===== src/rtl/sd_read_sched_if.sv =====
// Request/response and SPI byte-engine bundle for the SD single-block read scheduler.
// The scheduler takes the slave side; requesters, the byte engine and the data sink take the master side.
interface sd_read_sched_if;
    logic        init_done;
    logic        sdhc;
    logic [1:0]  req;
    logic [31:0] addr0;
    logic [31:0] addr1;
    logic [1:0]  done;
    logic [1:0]  err;
    logic        xfer_req;
    logic [7:0]  xfer_tx;
    logic        xfer_ack;
    logic [7:0]  xfer_rx;
    logic        sd_cs;
    logic        data_valid;
    logic [7:0]  data_byte;
    logic        data_last;
    logic        data_owner;

    modport slave (
        input  init_done, sdhc, req, addr0, addr1, xfer_ack, xfer_rx,
        output done, err, xfer_req, xfer_tx, sd_cs, data_valid, data_byte, data_last, data_owner
    );

    modport master (
        output init_done, sdhc, req, addr0, addr1, xfer_ack, xfer_rx,
        input  done, err, xfer_req, xfer_tx, sd_cs, data_valid, data_byte, data_last, data_owner
    );
endinterface


===== src/rtl/sd_read_sched.sv =====
// Two-requester SD card CMD17 (single block read) scheduler with round-robin arbitration.
// Issues the command, polls R1 and the start token, streams 512 payload bytes, then releases the card.
module sd_read_sched #(
    parameter int unsigned R1_POLL_MAX    = 8,
    parameter int unsigned TOKEN_POLL_MAX = 4096
) (
    input  logic           clk,
    input  logic           rst_n,
    sd_read_sched_if.slave sd_io
);
    localparam logic [2:0] S_IDLE  = 3'd0;
    localparam logic [2:0] S_CMD   = 3'd1;
    localparam logic [2:0] S_R1    = 3'd2;
    localparam logic [2:0] S_TOKEN = 3'd3;
    localparam logic [2:0] S_DATA  = 3'd4;
    localparam logic [2:0] S_CRC   = 3'd5;
    localparam logic [2:0] S_TAIL  = 3'd6;
    localparam logic [2:0] S_DONE  = 3'd7;

    localparam int unsigned POLL_MAX = (TOKEN_POLL_MAX > R1_POLL_MAX) ? TOKEN_POLL_MAX : R1_POLL_MAX;
    localparam int unsigned CNT_W    = $clog2(((POLL_MAX > 512) ? POLL_MAX : 512) + 1);

    localparam logic [CNT_W-1:0] R1_LIMIT  = CNT_W'(R1_POLL_MAX);
    localparam logic [CNT_W-1:0] TOK_LIMIT = CNT_W'(TOKEN_POLL_MAX);
    localparam logic [CNT_W-1:0] CMD_LAST  = CNT_W'(5);
    localparam logic [CNT_W-1:0] DATA_LAST = CNT_W'(511);
    localparam logic [CNT_W-1:0] CRC_LAST  = CNT_W'(1);

    logic [2:0]       state_q, state_d;
    logic [CNT_W-1:0] cnt_q, cnt_d;
    logic [31:0]      arg_q, arg_d;
    logic             owner_q, owner_d;
    logic             last_q, last_d;
    logic [1:0]       code_q, code_d;
    logic             cs_q, cs_d;
    logic             xreq_q, xreq_d;
    logic [7:0]       xtx_q, xtx_d;
    logic [1:0]       done_q, done_d;
    logic [1:0]       err_q, err_d;
    logic             dv_q, dv_d;
    logic             dlast_q, dlast_d;
    logic [7:0]       dbyte_q, dbyte_d;

    logic             grant_pick;
    logic [31:0]      sel_addr;
    logic             byte_done;
    logic [7:0]       tx_byte;
    logic [CNT_W-1:0] cnt_inc;

    assign cnt_inc = cnt_q + CNT_W'(1);

    always_comb begin
        tx_byte = 8'hFF;
        if (state_q == S_CMD) begin
            case (cnt_q[2:0])
                3'd0:    tx_byte = 8'h51;
                3'd1:    tx_byte = arg_q[31:24];
                3'd2:    tx_byte = arg_q[23:16];
                3'd3:    tx_byte = arg_q[15:8];
                3'd4:    tx_byte = arg_q[7:0];
                default: tx_byte = 8'hFF;
            endcase
        end
    end

    always_comb begin
        state_d   = state_q;
        cnt_d     = cnt_q;
        arg_d     = arg_q;
        owner_d   = owner_q;
        last_d    = last_q;
        code_d    = code_q;
        cs_d      = cs_q;
        xreq_d    = xreq_q;
        xtx_d     = xtx_q;
        done_d    = '0;
        err_d     = '0;
        dv_d      = 1'b0;
        dlast_d   = 1'b0;
        dbyte_d   = dbyte_q;
        byte_done = 1'b0;

        grant_pick = (sd_io.req == 2'b11) ? ~last_q : sd_io.req[1];
        sel_addr   = grant_pick ? sd_io.addr1 : sd_io.addr0;

        // Byte engine: request raised only from a low request register, so every transfer is separated by an idle cycle.
        if (state_q != S_IDLE && state_q != S_DONE) begin
            if (!xreq_q) begin
                xreq_d = 1'b1;
                xtx_d  = tx_byte;
            end else if (sd_io.xfer_ack) begin
                xreq_d    = 1'b0;
                byte_done = 1'b1;
            end
        end

        case (state_q)
            S_IDLE: begin
                if (sd_io.init_done && sd_io.req != 2'b00) begin
                    owner_d = grant_pick;
                    last_d  = grant_pick;
                    arg_d   = sd_io.sdhc ? sel_addr : {sel_addr[22:0], 9'd0};
                    cs_d    = 1'b0;
                    cnt_d   = '0;
                    code_d  = '0;
                    state_d = S_CMD;
                end
            end
            S_CMD: begin
                if (byte_done) begin
                    if (cnt_q == CMD_LAST) begin
                        cnt_d   = '0;
                        state_d = S_R1;
                    end else begin
                        cnt_d = cnt_inc;
                    end
                end
            end
            S_R1: begin
                if (byte_done) begin
                    if (!sd_io.xfer_rx[7]) begin
                        cnt_d = '0;
                        if (sd_io.xfer_rx == 8'h00) begin
                            state_d = S_TOKEN;
                        end else begin
                            code_d  = 2'd2;
                            cs_d    = 1'b1;
                            state_d = S_TAIL;
                        end
                    end else if (cnt_inc == R1_LIMIT) begin
                        code_d  = 2'd1;
                        cs_d    = 1'b1;
                        state_d = S_TAIL;
                    end else begin
                        cnt_d = cnt_inc;
                    end
                end
            end
            S_TOKEN: begin
                if (byte_done) begin
                    if (sd_io.xfer_rx == 8'hFE) begin
                        cnt_d   = '0;
                        state_d = S_DATA;
                    end else if (sd_io.xfer_rx == 8'hFF && cnt_inc != TOK_LIMIT) begin
                        cnt_d = cnt_inc;
                    end else begin
                        code_d  = 2'd3;
                        cs_d    = 1'b1;
                        state_d = S_TAIL;
                    end
                end
            end
            S_DATA: begin
                if (byte_done) begin
                    dv_d    = 1'b1;
                    dbyte_d = sd_io.xfer_rx;
                    dlast_d = (cnt_q == DATA_LAST);
                    if (cnt_q == DATA_LAST) begin
                        cnt_d   = '0;
                        state_d = S_CRC;
                    end else begin
                        cnt_d = cnt_inc;
                    end
                end
            end
            S_CRC: begin
                if (byte_done) begin
                    if (cnt_q == CRC_LAST) begin
                        cs_d    = 1'b1;
                        state_d = S_TAIL;
                    end else begin
                        cnt_d = cnt_inc;
                    end
                end
            end
            S_TAIL: begin
                if (byte_done) begin
                    done_d  = owner_q ? 2'b10 : 2'b01;
                    err_d   = code_q;
                    state_d = S_DONE;
                end
            end
            S_DONE:  state_d = S_IDLE;
            default: state_d = S_IDLE;
        endcase
    end

    always_ff @(posedge clk or negedge rst_n) begin
        if (!rst_n) begin
            state_q <= S_IDLE;
            cnt_q   <= '0;
            arg_q   <= '0;
            owner_q <= 1'b0;
            last_q  <= 1'b1;
            code_q  <= '0;
            cs_q    <= 1'b1;
            xreq_q  <= 1'b0;
            xtx_q   <= 8'hFF;
            done_q  <= '0;
            err_q   <= '0;
            dv_q    <= 1'b0;
            dlast_q <= 1'b0;
            dbyte_q <= '0;
        end else begin
            state_q <= state_d;
            cnt_q   <= cnt_d;
            arg_q   <= arg_d;
            owner_q <= owner_d;
            last_q  <= last_d;
            code_q  <= code_d;
            cs_q    <= cs_d;
            xreq_q  <= xreq_d;
            xtx_q   <= xtx_d;
            done_q  <= done_d;
            err_q   <= err_d;
            dv_q    <= dv_d;
            dlast_q <= dlast_d;
            dbyte_q <= dbyte_d;
        end
    end

    assign sd_io.sd_cs      = cs_q;
    assign sd_io.xfer_req   = xreq_q;
    assign sd_io.xfer_tx    = xtx_q;
    assign sd_io.done       = done_q;
    assign sd_io.err        = err_q;
    assign sd_io.data_valid = dv_q;
    assign sd_io.data_byte  = dbyte_q;
    assign sd_io.data_last  = dlast_q;
    assign sd_io.data_owner = owner_q;
endmodule


===== src/flat_wrapper.sv =====
// flat-port wrapper written by rule: the top's interface ports become plain ports
module sd_read_sched_flat 
#(
    parameter int unsigned R1_POLL_MAX    = 8,
    parameter int unsigned TOKEN_POLL_MAX = 4096
)
  (clk, rst_n, sd_io_init_done, sd_io_sdhc, sd_io_req, sd_io_addr0, sd_io_addr1, sd_io_xfer_ack, sd_io_xfer_rx, sd_io_done, sd_io_err, sd_io_xfer_req, sd_io_xfer_tx, sd_io_sd_cs, sd_io_data_valid, sd_io_data_byte, sd_io_data_last, sd_io_data_owner);
  sd_read_sched_if sd_io_i ();
  input  logic clk;
  input  logic rst_n;
  input wire logic [$bits(sd_io_i.init_done)-1:0] sd_io_init_done;
  input wire logic [$bits(sd_io_i.sdhc)-1:0] sd_io_sdhc;
  input wire logic [$bits(sd_io_i.req)-1:0] sd_io_req;
  input wire logic [$bits(sd_io_i.addr0)-1:0] sd_io_addr0;
  input wire logic [$bits(sd_io_i.addr1)-1:0] sd_io_addr1;
  input wire logic [$bits(sd_io_i.xfer_ack)-1:0] sd_io_xfer_ack;
  input wire logic [$bits(sd_io_i.xfer_rx)-1:0] sd_io_xfer_rx;
  output wire logic [$bits(sd_io_i.done)-1:0] sd_io_done;
  output wire logic [$bits(sd_io_i.err)-1:0] sd_io_err;
  output wire logic [$bits(sd_io_i.xfer_req)-1:0] sd_io_xfer_req;
  output wire logic [$bits(sd_io_i.xfer_tx)-1:0] sd_io_xfer_tx;
  output wire logic [$bits(sd_io_i.sd_cs)-1:0] sd_io_sd_cs;
  output wire logic [$bits(sd_io_i.data_valid)-1:0] sd_io_data_valid;
  output wire logic [$bits(sd_io_i.data_byte)-1:0] sd_io_data_byte;
  output wire logic [$bits(sd_io_i.data_last)-1:0] sd_io_data_last;
  output wire logic [$bits(sd_io_i.data_owner)-1:0] sd_io_data_owner;
  assign sd_io_i.init_done = sd_io_init_done;
  assign sd_io_i.sdhc = sd_io_sdhc;
  assign sd_io_i.req = sd_io_req;
  assign sd_io_i.addr0 = sd_io_addr0;
  assign sd_io_i.addr1 = sd_io_addr1;
  assign sd_io_i.xfer_ack = sd_io_xfer_ack;
  assign sd_io_i.xfer_rx = sd_io_xfer_rx;
  assign sd_io_done = sd_io_i.done;
  assign sd_io_err = sd_io_i.err;
  assign sd_io_xfer_req = sd_io_i.xfer_req;
  assign sd_io_xfer_tx = sd_io_i.xfer_tx;
  assign sd_io_sd_cs = sd_io_i.sd_cs;
  assign sd_io_data_valid = sd_io_i.data_valid;
  assign sd_io_data_byte = sd_io_i.data_byte;
  assign sd_io_data_last = sd_io_i.data_last;
  assign sd_io_data_owner = sd_io_i.data_owner;
  sd_read_sched #(.R1_POLL_MAX(R1_POLL_MAX), .TOKEN_POLL_MAX(TOKEN_POLL_MAX)) u_core (.clk(clk), .rst_n(rst_n), .sd_io(sd_io_i));
endmodule

===== config.mk =====
export PLATFORM = sky130hd
export DESIGN_NAME = sd_read_sched_flat
export DESIGN_NICKNAME = d
export VERILOG_FILES = /design/src/rtl/sd_read_sched_if.sv /design/src/rtl/sd_read_sched.sv /design/src/flat_wrapper.sv
export SDC_FILE = /design/constraint.sdc
export NUM_CORES = 1
export LEC_CHECK = 0
export CAP_MARGIN = 15
export CORE_MARGIN = 2
export CORE_UTILIZATION = 28
export DETAILED_ROUTE_END_ITERATION = 8
export PLACE_DENSITY = 0.49
export SLEW_MARGIN = 15
export SYNTH_ARGS = -nofsm -noshare
export SYNTH_HDL_FRONTEND = slang
export SYNTH_SLANG_ARGS = --single-unit
export TNS_END_PERCENT = 1

===== constraint.sdc =====
create_clock -name clk -period 4.6 [get_ports clk]
set_input_delay 0.92 -clock clk [delete_from_list [all_inputs] [get_ports clk]]
set_output_delay 0.92 -clock clk [all_outputs]
set_load 0.1 [all_outputs]

Word level (Yosys, flattened, before mapping)
Cells that the tools add are included.
Widths: inputs -> output; s select.
{ "op_classes": {"n_eq_ne": 38, "reduce_logical": 18, "muxes": 69, "add_sub_neg": 1, "bitwise_logic": 2} }
{ "ops": {"columns": ["operator", "count"], "rows": [
  ["$mux 13", 13],
  ["$pmux 13 s6", 1],
  ["$mux 32", 2],
  ["$mux 3", 15],
  ["$pmux 8 s5", 1],
  ["$mux 2", 13],
  ["$pmux 3 s8", 1],
  ["$mux 1", 20],
  ["$reduce_and 10->1", 2],
  ["$ne 2x1->1 const B", 9],
  ["$eq 8x8->1 const B", 2],
  ["$eq 3x3->1 const B", 5],
  ["$add 13x1->13 const B", 1],
  ["$eq 13x1->1 const B", 1],
  ["$eq 13x3->1 const B", 1],
  ["$eq 13x4->1 const B", 1],
  ["$eq 13x9->1 const B", 1],
  ["$ne 13x13->1 const B", 1],
  ["$eq 3x2->1 const B", 4],
  ["$reduce_and 12->1", 1],
  ["$ne 3x3->1 const B", 3],
  ["$logic_not 8->1", 1],
  ["$mux 8", 1],
  ["$ne 2x2->1 const B", 4],
  ["other kinds (15)", 24]
]} }
{ "word_totals": {"in_bits": 79, "ff_bits": 76, "output_inout_bits": 25, "word_cells": 142} }

Depth between registers and ports, before layout
Gate-level depths: netlist of the first run.
{ "logic_depth": {"word_depth": 7, "ltp_mapped": 10, "mapped_depth_nobuf": 8} }

Worst setup path before layout of the first run
No wires, ideal clock.
{ "synth_timing": {"kind": "register to register", "from": "register u_core.cnt_q[0]", "to": "register u_core.code_q[0]", "path_buffers": 0, "setup_time_ps": 125, "t_required_ps": 4475, "arrival_ps": 2474, "synth_period_minus_slack_ps": 2599, "setup_slack_ps": 2001, "path_stages_with_launch": 8, "path_cell_list": "dfrtp_1 ha_1 nand4_1 o31a_1 or3_1 a221o_1 or3b_4 mux2_4"} }
{ "synth_between": {"elab_chain_cells": 5, "elab_cells_between_ends": 7, "classes_between": "1 x add/sub; 4 x eq/ne; 2 x reduce/logical"} }
{ "synth_lines": {"columns": ["element", "line", "rtl"], "rows": [
  ["start: declaration", "sd_read_sched.sv:30", "logic [CNT_W-1:0] cnt_q, cnt_d;"],
  ["start signal: assignment", "sd_read_sched.sv:206", "cnt_q <= cnt_d;"],
  ["$add 13x1->13 *", "sd_read_sched.sv:50", "assign cnt_inc = cnt_q + CNT_W'(1);"],
  ["$ne 13x13->1", "sd_read_sched.sv:144", "end else if (sd_io.xfer_rx == 8'hFF && cnt_inc != TOK_LIMIT) begin"],
  ["$logic_and 1x1->1", "sd_read_sched.sv:144", null],
  ["$ne 2x2->1 (no source line)", null, null],
  ["$reduce_and 8->1 (no source line) *", null, null],
  ["end signal: assignment", "sd_read_sched.sv:210", "code_q <= code_d;"],
  ["end: declaration", "sd_read_sched.sv:34", "logic [1:0] code_q, code_d;"]
]} }
Mark *: on every way between the ends. The rest lies on a longest branch, timed or not.
A chain may end at the register's enable or synchronous reset.

Worst setup path after layout of the first run
{ "layout_timing": {"from": "register u_core.cnt_q[2]", "to": "register u_core.cnt_q[7]"} }
{ "layout_between": {"elab_chain_cells": 5, "elab_cells_between_ends": 24, "classes_between": "1 x add/sub; 8 x eq/ne; 13 x mux; 2 x reduce/logical"} }
{ "layout_lines": {"columns": ["element", "line"], "rows": [
  ["$add 13x1->13", "sd_read_sched.sv:50"],
  ["$ne 13x13->1, or another cell as far along", "sd_read_sched.sv:144"],
  ["$logic_and 1x1->1, or another cell as far along", "sd_read_sched.sv:144"],
  ["$ne 3x1->1 (no source line), or another cell as far along", null],
  ["$reduce_and 10->1 (no source line) or $pmux 13 s6 (tied branches)", null]
]} }
Parallel ways exist; a longest one is shown, timed or not. The select of a mux whose other input is x is not followed.

==> results.yml, run 1 <==
run_status:
  status: "finished, final reports clean"
logic_synthesis:
  synth_top_area_share_pct: 35.3
  synth_fp_nets: 643
  ys_ff_latch: 76
  syn_area_sq_mm: 0.00468
  synth_edf_count: 0
  syn_inst: 555
  synthArstFlopShare_pct: 100
  synth_flop_cell: "dfrtp_1"
  synth_top_area_cell: "dfrtp_1"
  netlist_top_cells_area: "dfrtp_1 35%, nand2_1 9.9%, o21ai_0 6.1%, dfstp_2 5.6%, nor2_1 3.0%"
  synth.avg_cell_area_sq_um: 8.42
  ys_seq_area_share_pct: 40.9
  synth.yosys.warnings: 0
  ys_types: 64
sta:
  hold_ws_ns: 0.483
  max_slew_margin_pct: 30.8
  maxSlewViolCount: 0
  hold_viol_final: 0
  period_needed_ns: 3.26
  rsz0062_at_grt: "false"
  worstMarginPinSlew_ns: 1.03
  skew_ns: 0.0136
  fmax_mhz: 307
  min_period_over_period_pct: 70.8
  setup_viol: 0
  setup_tns_ns: 0
critical_path:
  crit_path_max_incr_delay_ns: 0.87
  reg2regPathDepth: 7
  crit_chain: "nand4_1 -> nor4_1 -> nor3_1 -> o2bb2ai_1 -> buf_4 -> a211oi_1 -> a22o_1"
  endpoint_kind: "register"
  reg2reg_to: "u_core.cnt_q[7]"
  cp_top_family: "compound AO/OA/AOI/OAI gates"
  cp_num_cells: 7
  crit-reg2reg-launch: "u_core.cnt_q[2]"
  cp-start-kind: "register"
  crit_fanout: 19
  startpoint: "u_core.cnt_q[2]"
  reg2reg_slack_ns: 1.34
  critPathKind: "reg2reg"
  crit_arrival_ns: 3.53
  critPathBufInv: 1
  worstSetupEndpoint: "u_core.cnt_q[7]"
  worstPathRequired_ns: 4.87
  crit_path_top_delay_cell: "a211oi_1"
placed_design:
  dp_hpwl_um: 9880
  io_buffer_count: 103
  routabilityCongestion: 0.886
power:
  p_sw_share_pct: 46.5
  clkPwrFrac_pct: 19.7
  vdd_ir_drop_max_mv: 0.202
  p_sw_mw: 1.59
  cellLeakagePower_nw: 2.62
  p_int_mw: 1.83
  p_seq_share_pct: 32.0
  p_comb_share_pct: 48.3
  finalPower_mw: 3.42
  p_per_area_mw_per_mm2: 557
floorplan:
  fp.coreArea_sq_mm: 0.0165
  die_w_um: 133
  rows: 47
  fp.dieH_um: 133
  start_util_pct: 28.4
  pin_count: 104
  dieArea_sq_mm: 0.0177
routing:
  ant_nets: 0
  via_per_inst: 5.04
  drt_iter0_markers: 316
  vias: 4336
  wirelength_um: 13200
  first_pass_iters: 4
  route.detailed.drc: 0
  routedWlPerCell_um: 15.3
finish:
  drive_gt1_share_pct: 8.42
  fin_nets: 724
  nFillCells: 1714
  final_util_pct: 37.3
  seqCellArea_sq_mm: 0.00191
  diodes: 0
  area_delta_synth_final_pct: 31.3
  multi_input_area_sq_mm: 0.00255
worst_hold_path:
  hp-class: "reg2reg"
clocking:
  cts_setup_buffers: 0
  ctsHtreeMaxLevel: 3
  clock-sinks: 76
  numCtsBuffers: 9
  clockRootBuffer: "clkbuf_16"
  clock_path_buffers: 2
  post_cts_resized: 0
  clock_latency_ns: 0.35
  cts_tree: "built"
  clkTransAtPathRegs_ns: 0.06
  holdBufCountCts: 0
global_route:
  grt_pass1_vias: 4137
  grt_first_pass_wirelength_um: 21900
  antenna_found_initial: 0
  grt_overflow_total: 0
  grtUsageTotal_pct: 15.4
  grt_max_degree: 77
flow_run:
  drv_cap: 0
-- cells in the mapped netlist (all sizes together) (4+ instances only) --
cell type,count
ha,9
nor2b,5
a32oi,6
o21ai,57
nor4,6
and4,4
clkbuf,29
a21oi,22
buf,10
dfstp,10
mux2,13
a22o,7
and2,7
inv,11
o211ai,6
a31oi,7
and3,6
a22oi,6
nand3,24
o21a,4
mux2i,11
dfrtp,66
nand2,123
nor2,37
a221o,9
nand4,9
nor3,5
-- stage by stage --
step	area [sq um]	instances	setup slack, ns
after floorplan	4680	555	2.00
after global placement	5850	845	1.30
after detailed placement	5850	845	1.17
after CTS	6140	861	1.40
after global routing	6140	861	1.09
final	6140	861	1.34
-- cell usage in the layout, fill, tap and decap left out, types with 9 or more instances in the layout --
master	count
nand2_1	123
clkdlybuf4s50_1	102
dfrtp_1	66
o21ai_0	57
nor2_1	37
nand3_1	23
a21oi_1	22
inv_1	11
mux2i_1	11
mux2_2	11
dfstp_2	10
a221o_1	9
ha_1	9
clkbuf_16	9
-- cell type report --
cell class,count,area share (%)
Multi-Input combinational cell,429,41.5
Sequential cell,76,31.2
Timing Repair Buffer,109,17.5
Tap cell,220,4.49
Clock buffer,9,3.67
Clock inverter,7,0.979
Inverter,11,0.673
-- power by group through the flow --
stage / logic (mW) / clock network [mW] / registers [mW]
after CTS: 1.66 / 0.698 / 1.09
after global placement: 1.65 / 0 / 1.10
after detailed placement: 1.65 / 0 / 1.11
after global routing: 1.79 / 0.731 / 1.13
final: 1.65 / 0.674 / 1.09
after floorplan: 0.839 / 0 / 1.44
-- worst min-delay path by stage --
stage,endpoint,start,cells past startpoint
after floorplan,u_core.arg_q[28],u_core.arg_q[28],2
after global placement,u_core.arg_q[20],u_core.arg_q[20],2
after detailed placement,u_core.arg_q[10],u_core.arg_q[10],2
after CTS,u_core.arg_q[21],u_core.arg_q[21],2
after global routing,u_core.arg_q[17],u_core.arg_q[17],2
final,u_core.arg_q[21],u_core.arg_q[21],2
-- sequential cells by signal (all words and copies together), names as in the netlist --
register	cells
u_core.sd_io.data_owner	1
u_core.sd_io.sd_cs	1
u_core.sd_io.data_valid	1
u_core.sd_io.data_byte	8
u_core.arg_q	32
u_core.last_q	1
u_core.sd_io.data_last	1
u_core.state_q	3
u_core.sd_io.xfer_req	1
u_core.sd_io.err	2
u_core.cnt_q	13
u_core.sd_io.done	2
u_core.code_q	2
u_core.sd_io.xfer_tx	8
-- worst register-to-register path, cell delays in order, from the launching register on --
cell       delay [ns]
dfrtp_1          0.77
nand4_1          0.23
nor4_1           0.57
nor3_1           0.14
o2bb2ai_1        0.16
buf_4            0.19
a211oi_1         0.88
a22o_1           0.27
-- cells by family after synthesis --
family                   Yosys count  synth area share, %
AO/OA/AOI/OAI                    154                 22.2
XOR/XNOR                           3                0.562
adder cells (fa/ha/maj)            9                 2.41
buffers and inverters             50                 4.58
flip-flops                        76                 40.9
multiplexers                      24                 5.65
AND/OR/NAND/NOR                  239                 23.7
-- per-layer routing --
layer / vias to the layer above / share of wire [%] / global-route usage, %
met1: 2024 / 49 / 22.5
met5: - / 0 / 0
li1: 2168 / - / -
met3: 11 / 5.2 / 3.46
met4: 0 / 1.1 / 4.02
met2: 133 / 44 / 22.8
Note: power is estimated with default switching activity, not from simulation.
==> run 2, diff against run 1 <==
Clock period 4.6 ns to 3.3 ns, I/O delays scaled along.
==> run 2 against run 1 <==
  * Fmax grew 9.7%
  * Routed wire length rose by 0.91%
  * Sequential share of layout area hardly changed
  * Combinational power is 39% higher
  * Count of clock-buffer cells in the layout grew 1
  * Via count down 1.9%
  * Worst hold slack got worse by 0.016 ns
  * Critical path type unchanged
  * Largest power group unchanged
==> results.yml, run 2 (synthesis results as in run 1) <==
finish:
  area_delta_synth_final_pct: 31.3
  fin_nets: 727
  nFillCells: 1693
  top_regs: "u_core.arg_q: 32 flops, u_core.cnt_q: 13 flops"
  final_area_sq_mm: 0.00614
  final_common_cell: "nand2_1"
  stdcell_count: 864
  most-common-layout-cells: "123 x nand2_1, 77 x clkdlybuf4s50_1, 66 x dfrtp_1, 57 x o21ai_0, 37 x nor2_1"
  final_util_pct: 37.3
  multi_input_area_sq_mm: 0.00255
  seqCellArea_sq_mm: 0.00191
  largest_reg_flops: 32
  diodes: 0
  largest_register: "u_core.arg_q"
  drive_gt1_share_pct: 12.9
placed_design:
  dp_hpwl_um: 9960
  io_buffer_count: 103
  postPlaceCellArea_sq_mm: 0.00582
  routabilityCongestion: 0.878
  dp.cells: 848
  place_ws_ns: 0.0285
critical_path:
  crit_fanout: 19
  critPathKind: "reg2reg"
  worstPathRequired_ns: 3.52
  endpoint_kind: "register"
  cp-start-kind: "register"
  crit-reg2reg-launch: "u_core.cnt_q[2]"
  crit_arrival_ns: 3.19
  startpoint: "u_core.cnt_q[2]"
routing:
  wirelength_um: 13300
  routedWlPerCell_um: 15.4
  via_per_inst: 4.92
  first_pass_iters: 6
  ant_nets: 0
  route.detailed.drc: 0
  drt_iter0_markers: 354
  vias: 4253
global_route:
  grtUsageTotal_pct: 15.4
  grt_overflow_total: 0
  grt_pass1_vias: 4197
  grt_first_pass_wirelength_um: 22000
  grt_max_degree: 77
  antenna_found_initial: 0
sta:
  setup_tns_ns: 0
  period_needed_ns: 2.97
  hold_ws_ns: 0.467
  worstMarginPinSlew_ns: 1.03
  rsz0062_at_grt: "false"
  skew_ns: 0.00702
  final.setup.worst_slack_ns: 0.329
  maxSlewViolCount: 0
  min_period_over_period_pct: 90.0
  fmax_mhz: 337
  hold_viol_final: 0
  max_slew_margin_pct: 31.5
  setup_viol: 0
floorplan:
  dieArea_sq_mm: 0.0177
  die_w_um: 133
  pin_count: 104
  rows: 47
  fp.dieH_um: 133
  start_util_pct: 28.4
  fp.coreArea_sq_mm: 0.0165
power:
  finalPower_mw: 4.85
  cellLeakagePower_nw: 2.67
  vdd_ir_drop_max_mv: 0.316
  p_per_area_mw_per_mm2: 790
worst_hold_path:
  hp-class: "in2async"
clocking:
  clock_latency_ns: 0.34
  cts_setup_buffers: 0
  clockRootBuffer: "clkbuf_16"
  post_cts_resized: 0
  clock-sinks: 76
  holdBufCountCts: 0
  cts_tree: "built"
  ctsHtreeMaxLevel: 3
  numCtsBuffers: 9
  clkTransAtPathRegs_ns: 0.06
  clock_path_buffers: 2
flow_run:
  drv_cap: 0
run_status:
  status: "finished, final reports clean"
-- run 2: routing by layer --
metal  up-vias  part of all wire [%]  global-route usage [%]
met2       117                    44                    23.3
met3         9                   4.2                    3.12
met1      1957                    51                    22.3
met5         -                     0                       0
li1       2170                     -                       -
met4         0                  0.91                    4.49
-- run 2: worst paths after layout --
| kind | to | slack (ns) | depth (start not counted) |
|---|---|---|---|
| worst max-delay path | u_core.state_q[0] | 0.33 | 7 |
| worst min-delay path | u_core.cnt_q[4] | 0.47 | 1 |
| worst max register to register | u_core.state_q[0] | 0.33 | 7 |
| worst min register to register | u_core.arg_q[21] | 0.48 | 2 |
| max in group asynchronous | u_core.cnt_q[1] | 2.18 | 1 |
| min in group clk | u_core.arg_q[21] | 0.48 | 2 |
-- run 2: worst max-delay path, cell delays in order, from the launching register on --
cell and delay, ns:
dfrtp_1 0.73, nand3_1 0.34, nor4_1 0.45, o21bai_1 0.20, o41ai_1 0.60, buf_4 0.23, nand2_1 0.05, mux2_2 0.26
-- run 2: final cells by class --
cell class	count	area share (%)
repair buffers	112	17.0
multi-input cells	429	41.6
flip-flops and latches	76	31.2
clock inverters	6	1.16
well taps	220	4.48
inverters	11	0.673
clock buffers	10	3.89
-- run 2: power breakdown --
part / internal (mW) / leakage (nW) / switching, mW / total, mW
Combinational: 0.775 / 1.56 / 1.53 / 2.30
Sequential: 1.25 / 0.967 / 0.276 / 1.52
Clock: 0.613 / 0.146 / 0.410 / 1.02
==> run 3, diff against run 2 <==
Settings changed: ABC_CLOCK_PERIOD_IN_PS set to 3300.
==> results of run 3 <==
Same layout as run 2: the final DEF is identical, and so are final timing and power.
